--- src/rtl/pwm_ramp_ctrl_pkg.sv ---
`default_nettype none
// ============================================================================
// Module   : pwm_ctrl_pkg
// Purpose  : Shared types, widths and helpers for the dual-channel PWM ramp
//            controller (channel FSM state, duty/speed widths, period length).
// Contents : ch_state_t  - per-channel FSM state
//            PERIOD_MAX  - last count of the 11-bit PWM period counter
//            DUTY_W      - duty word width
//            SPD_W       - signed speed command width
//            spd_to_mag  - |speed| saturated to the duty range
// Revision : 1.0 - initial release
// ============================================================================
package pwm_ctrl_pkg;

    localparam int DUTY_W = 11;
    localparam int SPD_W  = 12;

    localparam logic [DUTY_W-1:0] PERIOD_MAX = 11'h7FF;

    typedef enum logic [1:0] {
        HOLD  = 2'd0,
        SLEW  = 2'd1,
        DWELL = 2'd2
    } ch_state_t;

    // Two's-complement magnitude; -2048 has no 11-bit magnitude and clamps
    // to full scale.
    function automatic logic [DUTY_W-1:0] spd_to_mag(input logic [SPD_W-1:0] spd);
        logic [SPD_W-1:0] abs_v;
        abs_v = spd[SPD_W-1] ? (~spd + SPD_W'(1)) : spd;
        return abs_v[SPD_W-1] ? {DUTY_W{1'b1}} : abs_v[DUTY_W-1:0];
    endfunction

endpackage : pwm_ctrl_pkg
`default_nettype wire

--- src/rtl/pwm_ramp_ctrl_if.sv ---
`default_nettype none
// ============================================================================
// Module   : pwm_ramp_ctrl_if
// Purpose  : Command/status bundle between a motion master and the PWM ramp
//            controller.
// Signals  : en, spd_vld, lft_spd, rght_spd, flt, flt_clr  (master -> ctrl)
//            lft_duty, rght_duty, lft_rev, rght_rev,
//            period_tick, busy, flt_lat                    (ctrl -> master)
// Modports : master - command source, slave - controller
// Revision : 1.0 - initial release
// ============================================================================
interface pwm_ramp_ctrl_if;
    import pwm_ctrl_pkg::*;

    logic              en;
    logic              spd_vld;
    logic [SPD_W-1:0]  lft_spd;
    logic [SPD_W-1:0]  rght_spd;
    logic              flt;
    logic              flt_clr;

    logic [DUTY_W-1:0] lft_duty;
    logic [DUTY_W-1:0] rght_duty;
    logic              lft_rev;
    logic              rght_rev;
    logic              period_tick;
    logic              busy;
    logic              flt_lat;

    modport master (
        output en, spd_vld, lft_spd, rght_spd, flt, flt_clr,
        input  lft_duty, rght_duty, lft_rev, rght_rev, period_tick, busy, flt_lat
    );

    modport slave (
        input  en, spd_vld, lft_spd, rght_spd, flt, flt_clr,
        output lft_duty, rght_duty, lft_rev, rght_rev, period_tick, busy, flt_lat
    );

endinterface : pwm_ramp_ctrl_if
`default_nettype wire

--- src/rtl/pwm_ramp_ctrl_chan.sv ---
`default_nettype none
// ============================================================================
// Module   : pwm_ramp_chan
// Purpose  : One motor channel: slews the duty word toward the target by at
//            most STEP per PWM period, and on a direction change ramps to
//            zero, waits DEAD_PERIODS periods, then flips direction.
// Ports    : clk, rst      - clock, asynchronous active-high reset
//            i_tick        - last cycle of the PWM period (update strobe)
//            i_force       - fault: zero duty now, park in DWELL
//            i_tgt_mag     - target duty magnitude
//            i_tgt_rev     - target direction (1 = reverse)
//            o_duty        - registered duty word
//            o_rev         - registered direction
//            o_busy        - channel not settled (state != HOLD)
// Revision : 1.0 - initial release
// ============================================================================
module pwm_ramp_chan
    import pwm_ctrl_pkg::*;
#(
    parameter int STEP         = 64,
    parameter int DEAD_PERIODS = 2
) (
    input  logic              clk,
    input  logic              rst,
    input  logic              i_tick,
    input  logic              i_force,
    input  logic [DUTY_W-1:0] i_tgt_mag,
    input  logic              i_tgt_rev,
    output logic [DUTY_W-1:0] o_duty,
    output logic              o_rev,
    output logic              o_busy
);

    localparam logic [DUTY_W:0] c_step = (DUTY_W+1)'(STEP);
    localparam logic [3:0]      c_dead = 4'(DEAD_PERIODS);

    ch_state_t         r_state;
    logic [DUTY_W-1:0] r_duty;
    logic              r_rev;
    logic [3:0]        r_dwell;

    logic              w_rev_pend;
    logic [DUTY_W:0]   w_goal;
    logic [DUTY_W:0]   w_cur;
    logic              w_up;
    logic [DUTY_W:0]   w_diff;
    logic [DUTY_W:0]   w_delta;
    logic [DUTY_W:0]   w_sum;
    logic [DUTY_W-1:0] w_next;

    // Slew arithmetic is one bit wider than the duty word so the difference
    // and the step never wrap; the result is clamped back to full scale.
    always_comb begin
        w_rev_pend = (i_tgt_rev != r_rev);
        w_goal     = w_rev_pend ? '0 : {1'b0, i_tgt_mag};
        w_cur      = {1'b0, r_duty};
        w_up       = (w_goal >= w_cur);
        w_diff     = w_up ? (w_goal - w_cur) : (w_cur - w_goal);
        w_delta    = (w_diff < c_step) ? w_diff : c_step;
        w_sum      = w_up ? (w_cur + w_delta) : (w_cur - w_delta);
        w_next     = w_sum[DUTY_W] ? {DUTY_W{1'b1}} : w_sum[DUTY_W-1:0];
    end

    always_ff @(posedge clk or posedge rst) begin
        if (rst) begin
            r_state <= HOLD;
            r_duty  <= '0;
            r_rev   <= 1'b0;
            r_dwell <= '0;
        end else if (i_force) begin
            // Direction is kept; the parked dwell makes recovery go through
            // a full dead-time before any duty is applied again.
            r_state <= DWELL;
            r_duty  <= '0;
            r_dwell <= c_dead;
        end else if (i_tick) begin
            case (r_state)
                HOLD, SLEW: begin
                    // HOLD steps on the same tick it notices a new target, so
                    // the first increment lands on the first tick.
                    r_duty <= w_next;
                    if (w_rev_pend && (w_next == '0)) begin
                        r_state <= DWELL;
                        r_dwell <= c_dead;
                    end else if (!w_rev_pend && (w_next == i_tgt_mag)) begin
                        r_state <= HOLD;
                    end else begin
                        r_state <= SLEW;
                    end
                end
                DWELL: begin
                    if (r_dwell <= 4'd1) begin
                        // Dwell always runs out; flip only if the reversal
                        // is still wanted at this point.
                        r_dwell <= '0;
                        r_state <= SLEW;
                        if (w_rev_pend) begin
                            r_rev <= ~r_rev;
                        end
                    end else begin
                        r_dwell <= r_dwell - 4'd1;
                    end
                end
                default: begin
                    r_state <= HOLD;
                end
            endcase
        end
    end

    assign o_duty = r_duty;
    assign o_rev  = r_rev;
    assign o_busy = (r_state != HOLD);

endmodule : pwm_ramp_chan
`default_nettype wire

--- src/rtl/pwm_ramp_ctrl.sv ---
`default_nettype none
// ============================================================================
// Module   : pwm_ramp_ctrl
// Purpose  : Dual-channel duty/direction generator for the left and right
//            PWM11 drivers. Owns the period counter (kept in step with the
//            PWM11 counters by the shared reset), target capture, fault
//            latch and the busy summary; the ramp FSMs live in pwm_ramp_chan.
// Ports    : clk           - system clock
//            rst           - asynchronous active-high reset
//            bus (slave)   - en, spd_vld, lft_spd, rght_spd, flt, flt_clr in;
//                            lft_duty, rght_duty, lft_rev, rght_rev,
//                            period_tick, busy, flt_lat out
// Revision : 1.0 - initial release
// ============================================================================
module pwm_ramp_ctrl
    import pwm_ctrl_pkg::*;
#(
    parameter int STEP         = 64,
    parameter int DEAD_PERIODS = 2
) (
    input  logic           clk,
    input  logic           rst,
    pwm_ramp_ctrl_if.slave bus
);

    logic [DUTY_W-1:0] r_cnt;
    logic              w_tick;

    logic [DUTY_W-1:0] r_lft_mag;
    logic [DUTY_W-1:0] r_rght_mag;
    logic              r_lft_dir;
    logic              r_rght_dir;
    logic              r_flt_lat;

    logic [DUTY_W-1:0] w_lft_cap_mag;
    logic [DUTY_W-1:0] w_rght_cap_mag;
    logic              w_lft_cap_dir;
    logic              w_rght_cap_dir;
    logic [DUTY_W-1:0] w_lft_mag;
    logic [DUTY_W-1:0] w_rght_mag;
    logic              w_lft_dir;
    logic              w_rght_dir;
    logic              w_force;

    logic [DUTY_W-1:0] w_lft_duty;
    logic [DUTY_W-1:0] w_rght_duty;
    logic              w_lft_rev;
    logic              w_rght_rev;
    logic              w_lft_busy;
    logic              w_rght_busy;

    // ------------------------------------------------------------------
    // Free-running period counter, wraps 2047 -> 0
    // ------------------------------------------------------------------
    always_ff @(posedge clk or posedge rst) begin
        if (rst) begin
            r_cnt <= '0;
        end else begin
            r_cnt <= r_cnt + DUTY_W'(1);
        end
    end

    assign w_tick = (r_cnt == PERIOD_MAX);

    // ------------------------------------------------------------------
    // Target capture. A zero command keeps the present direction so that
    // stopping never triggers a reversal dwell.
    // ------------------------------------------------------------------
    always_comb begin
        w_lft_cap_mag  = spd_to_mag(bus.lft_spd);
        w_rght_cap_mag = spd_to_mag(bus.rght_spd);
        w_lft_cap_dir  = (bus.lft_spd == '0)  ? w_lft_rev  : bus.lft_spd[SPD_W-1];
        w_rght_cap_dir = (bus.rght_spd == '0) ? w_rght_rev : bus.rght_spd[SPD_W-1];
    end

    always_ff @(posedge clk or posedge rst) begin
        if (rst) begin
            r_lft_mag  <= '0;
            r_rght_mag <= '0;
            r_lft_dir  <= 1'b0;
            r_rght_dir <= 1'b0;
        end else if (bus.spd_vld) begin
            r_lft_mag  <= w_lft_cap_mag;
            r_rght_mag <= w_rght_cap_mag;
            r_lft_dir  <= w_lft_cap_dir;
            r_rght_dir <= w_rght_cap_dir;
        end
    end

    // A strobe in the tick cycle itself bypasses the target registers so it
    // takes effect on that tick rather than a period later.
    always_comb begin
        w_lft_mag  = bus.spd_vld ? w_lft_cap_mag  : r_lft_mag;
        w_rght_mag = bus.spd_vld ? w_rght_cap_mag : r_rght_mag;
        w_lft_dir  = bus.spd_vld ? w_lft_cap_dir  : r_lft_dir;
        w_rght_dir = bus.spd_vld ? w_rght_cap_dir : r_rght_dir;
        if (!bus.en) begin
            w_lft_mag  = '0;
            w_rght_mag = '0;
        end
    end

    // ------------------------------------------------------------------
    // Fault latch. Clear is only honoured once the fault source is gone.
    // ------------------------------------------------------------------
    always_ff @(posedge clk or posedge rst) begin
        if (rst) begin
            r_flt_lat <= 1'b0;
        end else if (bus.flt) begin
            r_flt_lat <= 1'b1;
        end else if (bus.flt_clr) begin
            r_flt_lat <= 1'b0;
        end
    end

    // Raw flt is included so the duties drop on the same edge that sets the
    // latch instead of one cycle later.
    assign w_force = bus.flt | r_flt_lat;

    // ------------------------------------------------------------------
    // Channels
    // ------------------------------------------------------------------
    pwm_ramp_chan #(
        .STEP         (STEP),
        .DEAD_PERIODS (DEAD_PERIODS)
    ) u_lft (
        .clk       (clk),
        .rst       (rst),
        .i_tick    (w_tick),
        .i_force   (w_force),
        .i_tgt_mag (w_lft_mag),
        .i_tgt_rev (w_lft_dir),
        .o_duty    (w_lft_duty),
        .o_rev     (w_lft_rev),
        .o_busy    (w_lft_busy)
    );

    pwm_ramp_chan #(
        .STEP         (STEP),
        .DEAD_PERIODS (DEAD_PERIODS)
    ) u_rght (
        .clk       (clk),
        .rst       (rst),
        .i_tick    (w_tick),
        .i_force   (w_force),
        .i_tgt_mag (w_rght_mag),
        .i_tgt_rev (w_rght_dir),
        .o_duty    (w_rght_duty),
        .o_rev     (w_rght_rev),
        .o_busy    (w_rght_busy)
    );

    assign bus.lft_duty    = w_lft_duty;
    assign bus.rght_duty   = w_rght_duty;
    assign bus.lft_rev     = w_lft_rev;
    assign bus.rght_rev    = w_rght_rev;
    assign bus.period_tick = w_tick;
    assign bus.busy        = w_lft_busy | w_rght_busy | r_flt_lat;
    assign bus.flt_lat     = r_flt_lat;

endmodule : pwm_ramp_ctrl
`default_nettype wire

--- src/flat_wrapper.sv ---
// flat-port wrapper written by rule: the top's interface ports become plain ports
module pwm_ramp_ctrl_flat import pwm_ctrl_pkg::*;
#(
    parameter int STEP         = 64,
    parameter int DEAD_PERIODS = 2
)
  (clk, rst, bus_en, bus_spd_vld, bus_lft_spd, bus_rght_spd, bus_flt, bus_flt_clr, bus_lft_duty, bus_rght_duty, bus_lft_rev, bus_rght_rev, bus_period_tick, bus_busy, bus_flt_lat);
  pwm_ramp_ctrl_if bus_i ();
  input  logic clk;
  input  logic rst;
  input wire logic [$bits(bus_i.en)-1:0] bus_en;
  input wire logic [$bits(bus_i.spd_vld)-1:0] bus_spd_vld;
  input wire logic [$bits(bus_i.lft_spd)-1:0] bus_lft_spd;
  input wire logic [$bits(bus_i.rght_spd)-1:0] bus_rght_spd;
  input wire logic [$bits(bus_i.flt)-1:0] bus_flt;
  input wire logic [$bits(bus_i.flt_clr)-1:0] bus_flt_clr;
  output wire logic [$bits(bus_i.lft_duty)-1:0] bus_lft_duty;
  output wire logic [$bits(bus_i.rght_duty)-1:0] bus_rght_duty;
  output wire logic [$bits(bus_i.lft_rev)-1:0] bus_lft_rev;
  output wire logic [$bits(bus_i.rght_rev)-1:0] bus_rght_rev;
  output wire logic [$bits(bus_i.period_tick)-1:0] bus_period_tick;
  output wire logic [$bits(bus_i.busy)-1:0] bus_busy;
  output wire logic [$bits(bus_i.flt_lat)-1:0] bus_flt_lat;
  assign bus_i.en = bus_en;
  assign bus_i.spd_vld = bus_spd_vld;
  assign bus_i.lft_spd = bus_lft_spd;
  assign bus_i.rght_spd = bus_rght_spd;
  assign bus_i.flt = bus_flt;
  assign bus_i.flt_clr = bus_flt_clr;
  assign bus_lft_duty = bus_i.lft_duty;
  assign bus_rght_duty = bus_i.rght_duty;
  assign bus_lft_rev = bus_i.lft_rev;
  assign bus_rght_rev = bus_i.rght_rev;
  assign bus_period_tick = bus_i.period_tick;
  assign bus_busy = bus_i.busy;
  assign bus_flt_lat = bus_i.flt_lat;
  pwm_ramp_ctrl #(.STEP(STEP), .DEAD_PERIODS(DEAD_PERIODS)) u_core (.clk(clk), .rst(rst), .bus(bus_i));
endmodule
--- config.mk ---
export PLATFORM = sky130hd
export DESIGN_NAME = pwm_ramp_ctrl_flat
export DESIGN_NICKNAME = d
export VERILOG_FILES = /design/src/rtl/pwm_ramp_ctrl_pkg.sv /design/src/rtl/pwm_ramp_ctrl_if.sv /design/src/rtl/pwm_ramp_ctrl_chan.sv /design/src/rtl/pwm_ramp_ctrl.sv /design/src/flat_wrapper.sv
export SDC_FILE = /design/constraint.sdc
export NUM_CORES = 1
export LEC_CHECK = 0
export CAP_MARGIN = 20
export CORE_MARGIN = 1.5
export CORE_UTILIZATION = 50
export CTS_BUF_LIST = sky130_fd_sc_hd__clkbuf_16
export DETAILED_ROUTE_END_ITERATION = 12
export GPL_ROUTABILITY_DRIVEN = 0
export HOLD_SLACK_MARGIN = 0.02
export PLACE_DENSITY = 0.78
export SLEW_MARGIN = 20
export SYNTH_ARGS = -nofsm -noshare
export SYNTH_HDL_FRONTEND = slang
export SYNTH_SLANG_ARGS = --single-unit
--- constraint.sdc ---
create_clock -name clk -period 8 [get_ports clk]
set_input_delay 0.8 -clock clk [delete_from_list [all_inputs] [get_ports clk]]
set_output_delay 0.8 -clock clk [all_outputs]
set_load 0.005 [all_outputs]
; After elaboration in Yosys (flattened, before gate mapping)
; Cells that the tools add are included.
[word_totals]
regBits = 72
input_bits = 30
output_inout_bits = 27
word_cells = 136
[classes]
n_addsub = 13
order_cmp = 6
eq_ne = 13
muxes = 52
n_bitwise = 8
reduce_logical = 30
[ops]
columns = cell, n
row1 = 11-bit two-way mux, 16
row2 = 12-bit two-way mux, 8
row3 = 11-bit by 11-bit subtractor with 12-bit output, 4
row4 = 4-bit two-way mux, 8
row5 = 11-bit by 12-bit adder with 12-bit output, 2
row6 = 12-bit by 1-bit adder with 12-bit output (second input constant), 2
row7 = 12-bit zero test, 2
row8 = 12-bit by 7-bit < comparator with 1-bit output (second input constant), 2
row9 = 12-bit NOT, 2
row10 = 11-bit by 12-bit subtractor with 12-bit output, 2
row11 = 11-bit equality test, 2
row12 = 11-bit >= comparator, 2
row13 = 11-bit zero test, 2
row14 = 2-bit two-way mux, 8
row15 = 4-bit case mux with 2 select lines, 2
row16 = 2-bit nonzero test, 6
row17 = 11-bit by 1-bit adder with 11-bit output (second input constant), 1
row18 = 11-bit equality test (second input constant), 1
row19 = 5-bit AND reduction, 2
row20 = 4-bit by 1-bit less-or-equal comparator with 1-bit output (second input constant), 2
row21 = 1-bit two-way mux, 8
row22 = 2-bit case mux with 2 select lines, 2
row23 = 2-bit AND reduction, 4
row24 = 4-bit by 1-bit subtractor with 4-bit output (second input constant), 2
row25 = 13 further kinds, 30

; Depth between registers and ports, before layout
[logic_depth]
depth_word = 21
ltp_mapped = 41
ltp_nobuf = 40

; By module
; Synthesis repeated with hierarchy kept, for this count alone.
[hier_totals]
hier_cells = 1129
hier_area_um2 = 9047.4
[by_module_without_submodules]
columns = module, instances, cells_each, area_per_inst_um2, seq_area_each_um2
row1 = pwm_ramp_chan at u_core.u_rght, 1, 461, 3460.8, 450.4
row2 = pwm_ramp_chan at u_core.u_lft, 1, 416, 3362.0, 450.4
row3 = pwm_ramp_ctrl, 1, 252, 2224.6, 900.9

; Least setup slack after synthesis
; No wires, ideal clock.
[synth_timing]
path_kind = input -> register
startpoint = input bus_rght_spd[7]
endpoint = register u_core.u_rght.r_state[0]
setup_ns = 0.133
t_arrival_ns = 8.027
required_ns = 7.867
setup_slack_ns = -0.160
cell_stages = 34
n_path_buf = 0
cell_sequence = or4_1 nor2_1 a21oi_1 a21oi_1 nand2_1 or2_2 inv_1 ha_1 inv_1 fa_1 a21o_1 a221o_1 a211oi_1 and2_1 a211oi_1 nor4b_1 nand4b_1 nor2_1 inv_1 ha_1 or3_1 nor2_1 nor2_1 ha_1 or3_1 o21ai_0 o21ai_0 a21o_1 a21oi_1 xor2_4 mux2i_1 mux2_2 a2111oi_1 a21boi_1
[synth_between]
elab_chain_cells = 21
elab_cells_between_ends = 31
classes_between = 5 x add/sub / 2 x order compare / 2 x eq/ne / 16 x mux / 1 x bitwise / 5 x reduce/logical
[synth_lines]
columns = element, line_no
row1 = "start, declared", flat_wrapper.sv:14  ; input wire logic [$bits(bus_i.rght_spd)-1:0] bus_rght_spd;
row2 = 12-bit NOT, pwm_ramp_ctrl_pkg.sv:30  ; abs_v = spd[SPD_W-1] ? (~spd + SPD_W'(1)) : spd;
row3 = 12-bit by 1-bit adder with 12-bit output, pwm_ramp_ctrl_pkg.sv:30
row4 = 12-bit two-way mux, pwm_ramp_ctrl_pkg.sv:30
row5 = 11-bit two-way mux, pwm_ramp_ctrl_pkg.sv:31  ; return abs_v[SPD_W-1] ? {DUTY_W{1'b1}} : abs_v[DUTY_W-1:0];
row6 = 11-bit two-way mux, pwm_ramp_ctrl.sv:94  ; w_rght_mag = bus.spd_vld ? w_rght_cap_mag : r_rght_mag;
row7 = 11-bit two-way mux, pwm_ramp_ctrl.sv:97  ; if (!bus.en) begin
row8 = 11-bit two-way mux, pwm_ramp_ctrl_chan.sv:55  ; w_goal = w_rev_pend ? '0 : {1'b0, i_tgt_mag};
row9 = 11-bit by 11-bit subtractor with 12-bit output or 11-bit >= comparator (tied branches), "pwm_ramp_ctrl_chan.sv:58, pwm_ramp_ctrl_chan.sv:57"
row10 = [5 not listed], --
row11 = 11-bit two-way mux, pwm_ramp_ctrl_chan.sv:61  ; w_next = w_sum[DUTY_W] ? {DUTY_W{1'b1}} : w_sum[DUTY_W-1:0];
row12 = 11-bit equality test, pwm_ramp_ctrl_chan.sv:85  ; end else if (!w_rev_pend && (w_next == i_tgt_mag)) begin
row13 = 1-bit logical AND, pwm_ramp_ctrl_chan.sv:85
row14 = 1-bit two-way mux, pwm_ramp_ctrl_chan.sv:85
row15 = 2-bit two-way mux (*), pwm_ramp_ctrl_chan.sv:82  ; if (w_rev_pend && (w_next == '0)) begin
row16 = 2-bit case mux with 2 select lines (*), pwm_ramp_ctrl_chan.sv:77  ; case (r_state)
row17 = 2-bit two-way mux (*), pwm_ramp_ctrl_chan.sv:76  ; end else if (i_tick) begin
row18 = 2-bit two-way mux (*), pwm_ramp_ctrl_chan.sv:70  ; end else if (i_force) begin
row19 = "end signal, assigned", pwm_ramp_ctrl_chan.sv:73  ; r_state <= DWELL;
row20 = "end signal, assigned", pwm_ramp_ctrl_chan.sv:83  ; r_state <= DWELL;
row21 = "end signal, assigned", pwm_ramp_ctrl_chan.sv:86  ; r_state <= HOLD;
row22 = "end, declared", pwm_ramp_ctrl_chan.sv:37  ; ch_state_t r_state;
; Mark *: on every way between the ends. The rest lies on a longest branch, timed or not. The select of a mux whose other input is x is not followed.
; A chain may end at the register's enable or synchronous reset.

; Final worst setup path
; Ends and elaborated chain as after synthesis.

==> results.ini <==
[global_routing]
grt_max_degree=73
grt_first_pass_wirelength_mm=45.9
grt_pass1_vias=9568
grt_antenna_before_repair=1
gr-usage-all-layers=0.342
globalRoute.totalOverflow=0

[min_path]
min_delay_path_depth=1
hp-class=register to register

[critical_path]
crit_path_end=u_core.u_rght.r_state[0]
required_ps=8200
r2r_end=u_core.u_rght.r_state[0]
worstRegToRegCells=32
cp_slowest_cell=or4_4
critical_path_class=primary input to register
crit_fanout=6
ff2ff_setup_slack_ps=300
endpoint_kind=register
max_stage_delay_ps=580
critical_path_arrival_ps=8790
cp-startpoint=bus_rght_spd[7]
cp-start-kind=primary input
r2r-start=u_core.u_rght.o_rev

[cts]
root_buffer=clkbuf_16
h-tree-depth=3
worstSkewPairLatency_ps=340
cts_hold_buf=0
cts_tree=yes
clock_path_buffers=2
cts_buffers=9
clk_pin_slew_worst_paths_ps=60
cts.sinks=72

[sta]
tightest_slew_ps=1070
finalSetupViolations=10
setup_tns_ps=-3090
slew_violations=0
finalCriticalPeriod_ps=8590
rsz0062_at_grt=true
fin_crit_sh=1.07
fin_skew_ps=11.7
hold_viol=0
max_freq_mhz=116
hold_ws_ps=474
relSlewSlack=0.282
fin_ws_ps=-592

[cells_and_area]
nets=1462
design_area_sq_um=12000
synthToLayoutAreaGrowth_pct=49.4
drive_gt1_frac=0.354
final_cell_count_no_fill=1571
post-route-util=0.758

[synth]
syn_inst=1027
yosysUniqueCellTypes=88
netlist_area_sq_um=8000
yosysMostFrequentCell=nor2_1
ys_seq_area_frac=0.225
synth_area_per_cell_sq_um=7.79
synth-edff-count=0
synthArstFlopShare=1.00
yosys_warnings=0
synthTopCellsByArea=dfrtp_1 (23%), ha_1 (12%), a21oi_1 (5.4%)
yosysTopAreaCellShare=0.225
syn-num-nets=1139
dominantRegCellSynth=dfrtp_1
synth_area_leader_cell=dfrtp_1
ys_ff_latch=72
synth_common_cells=nor2_1 (92), inv_1 (89), a21oi_1 (86), nand2_1 (86), ha_1 (76)

[route]
ant_nets=0
drcViolationCount=0
routed_wl_mm=33.1
via_count=10200
firstDrtPassIters=8
viasPerCell=6.50
routedWlPerCell_microns=21.0
initialDrtViolationCount=1298

[die]
num_rows=46
die-area_sq_um=16800
start_util=0.508
ios=57
fp.dieH_microns=130
floorplan.core_area_sq_um=15800
die_x_microns=130

[job]
maxCapViolations=0

[placement]
hpwl_mm=19.9
place_area_sq_um=10600
dp.cells=1512
port_buffers=56
dpl_worst_slack_ps=-889

[outcome]
failed_checks=setup timing
status=finished with violations

[power]
power.total_mw=1.77
powerDensity_nw_per_um2=148
power.leakage_nw=5.55
peakVddDrop_uv=108

## what timing repair did
action                     CTS  global route
setup endpoints to repair   15            34
buffers inserted            23            20
pin swaps                   49            74
cloned                       1             0
resized for setup           83           116
## critical path, delay by kind of cell
kind	cells	cell delay, ps
compound gates	11	3110
simple gates	12	2880
fa+ha+maj	3	820
buf+inv	4	430
mux	2	400
xor+xnor	1	310
## cell type report
type / instances / area, sq um
Tap cell: 216 / 270
Clock inverter: 6 / 62.6
Multi-Input combinational cell: 828 / 6460
Sequential cell: 72 / 1800
Timing Repair Buffer: 350 / 2800
Fill cell: 995 / 3810
Inverter: 89 / 337
Antenna cell: 1 / 2.50
Clock buffer: 9 / 225
## kinds of logic after synthesis
kind of cell | Yosys count | share of synthesized area
AND/OR/NAND/NOR | 341 | 0.212
AO/OA/AOI/OAI | 312 | 0.255
buffers and inverters | 127 | 0.0653
adder cells (fa/ha/maj) | 82 | 0.134
flip-flops | 72 | 0.225
XOR/XNOR | 67 | 0.0757
multiplexers | 26 | 0.0338
## sequential cells by signal (all words and copies together), names as in the netlist, 2 cells and up
register	count
u_core.r_cnt	11
u_core.r_lft_mag	11
u_core.r_rght_mag	11
u_core.u_lft.o_duty	11
u_core.u_rght.o_duty	11
u_core.u_lft.r_dwell	4
u_core.u_rght.r_dwell	4
u_core.u_lft.r_state	2
u_core.u_rght.r_state	2
## metal layers
layer	up-vias	routed length, microns	global-route usage
li1	4328	-	-
met1	4721	11900	0.419
met2	865	15200	0.588
met3	292	3540	0.0566
met4	0	2430	0.163
met5	-	0	0
## how the worst min path moves through the flow
stage / start / to
2_1_floorplan: u_core.r_cnt[8] / u_core.r_cnt[8]
5_1_grt: u_core.r_cnt[4] / u_core.r_cnt[4]
6_report: u_core.r_cnt[0] / u_core.r_cnt[0]
4_1_cts: u_core.r_cnt[0] / u_core.r_cnt[0]
3_3_place_gp: u_core.r_cnt[8] / u_core.r_cnt[8]
3_5_place_dp: u_core.r_cnt[4] / u_core.r_cnt[4]
## placed cells by master (no fill, tap or decap), types with 15 or more instances in the layout
cell type | Yosys | routed
nand2_1 | 86 | 77
dfrtp_1 | 72 | 72
xnor2_1 | 34 | 30
a21oi_2 | 1 | 17
ha_1 | 76 | 58
nor3_1 | 28 | 23
ha_4 | 0 | 15
buf_4 | 1 | 289
nor2_1 | 92 | 82
nand3_1 | 38 | 25
xor2_1 | 32 | 32
mux2i_1 | 18 | 18
a21oi_1 | 86 | 67
o21ai_0 | 70 | 59
inv_1 | 89 | 80
a31oi_1 | 25 | 25
clkdlybuf4s50_1 | 0 | 45
a21o_1 | 19 | 18
## report_power, final
| group | leakage, nW | internal [mW] | switching (mW) |
|---|---|---|---|
| registers | 0.901 | 0.380 | 0.00688 |
| logic | 4.51 | 0.452 | 0.529 |
| clock network | 0.139 | 0.239 | 0.166 |
Note: power is estimated with default switching activity, not from simulation.
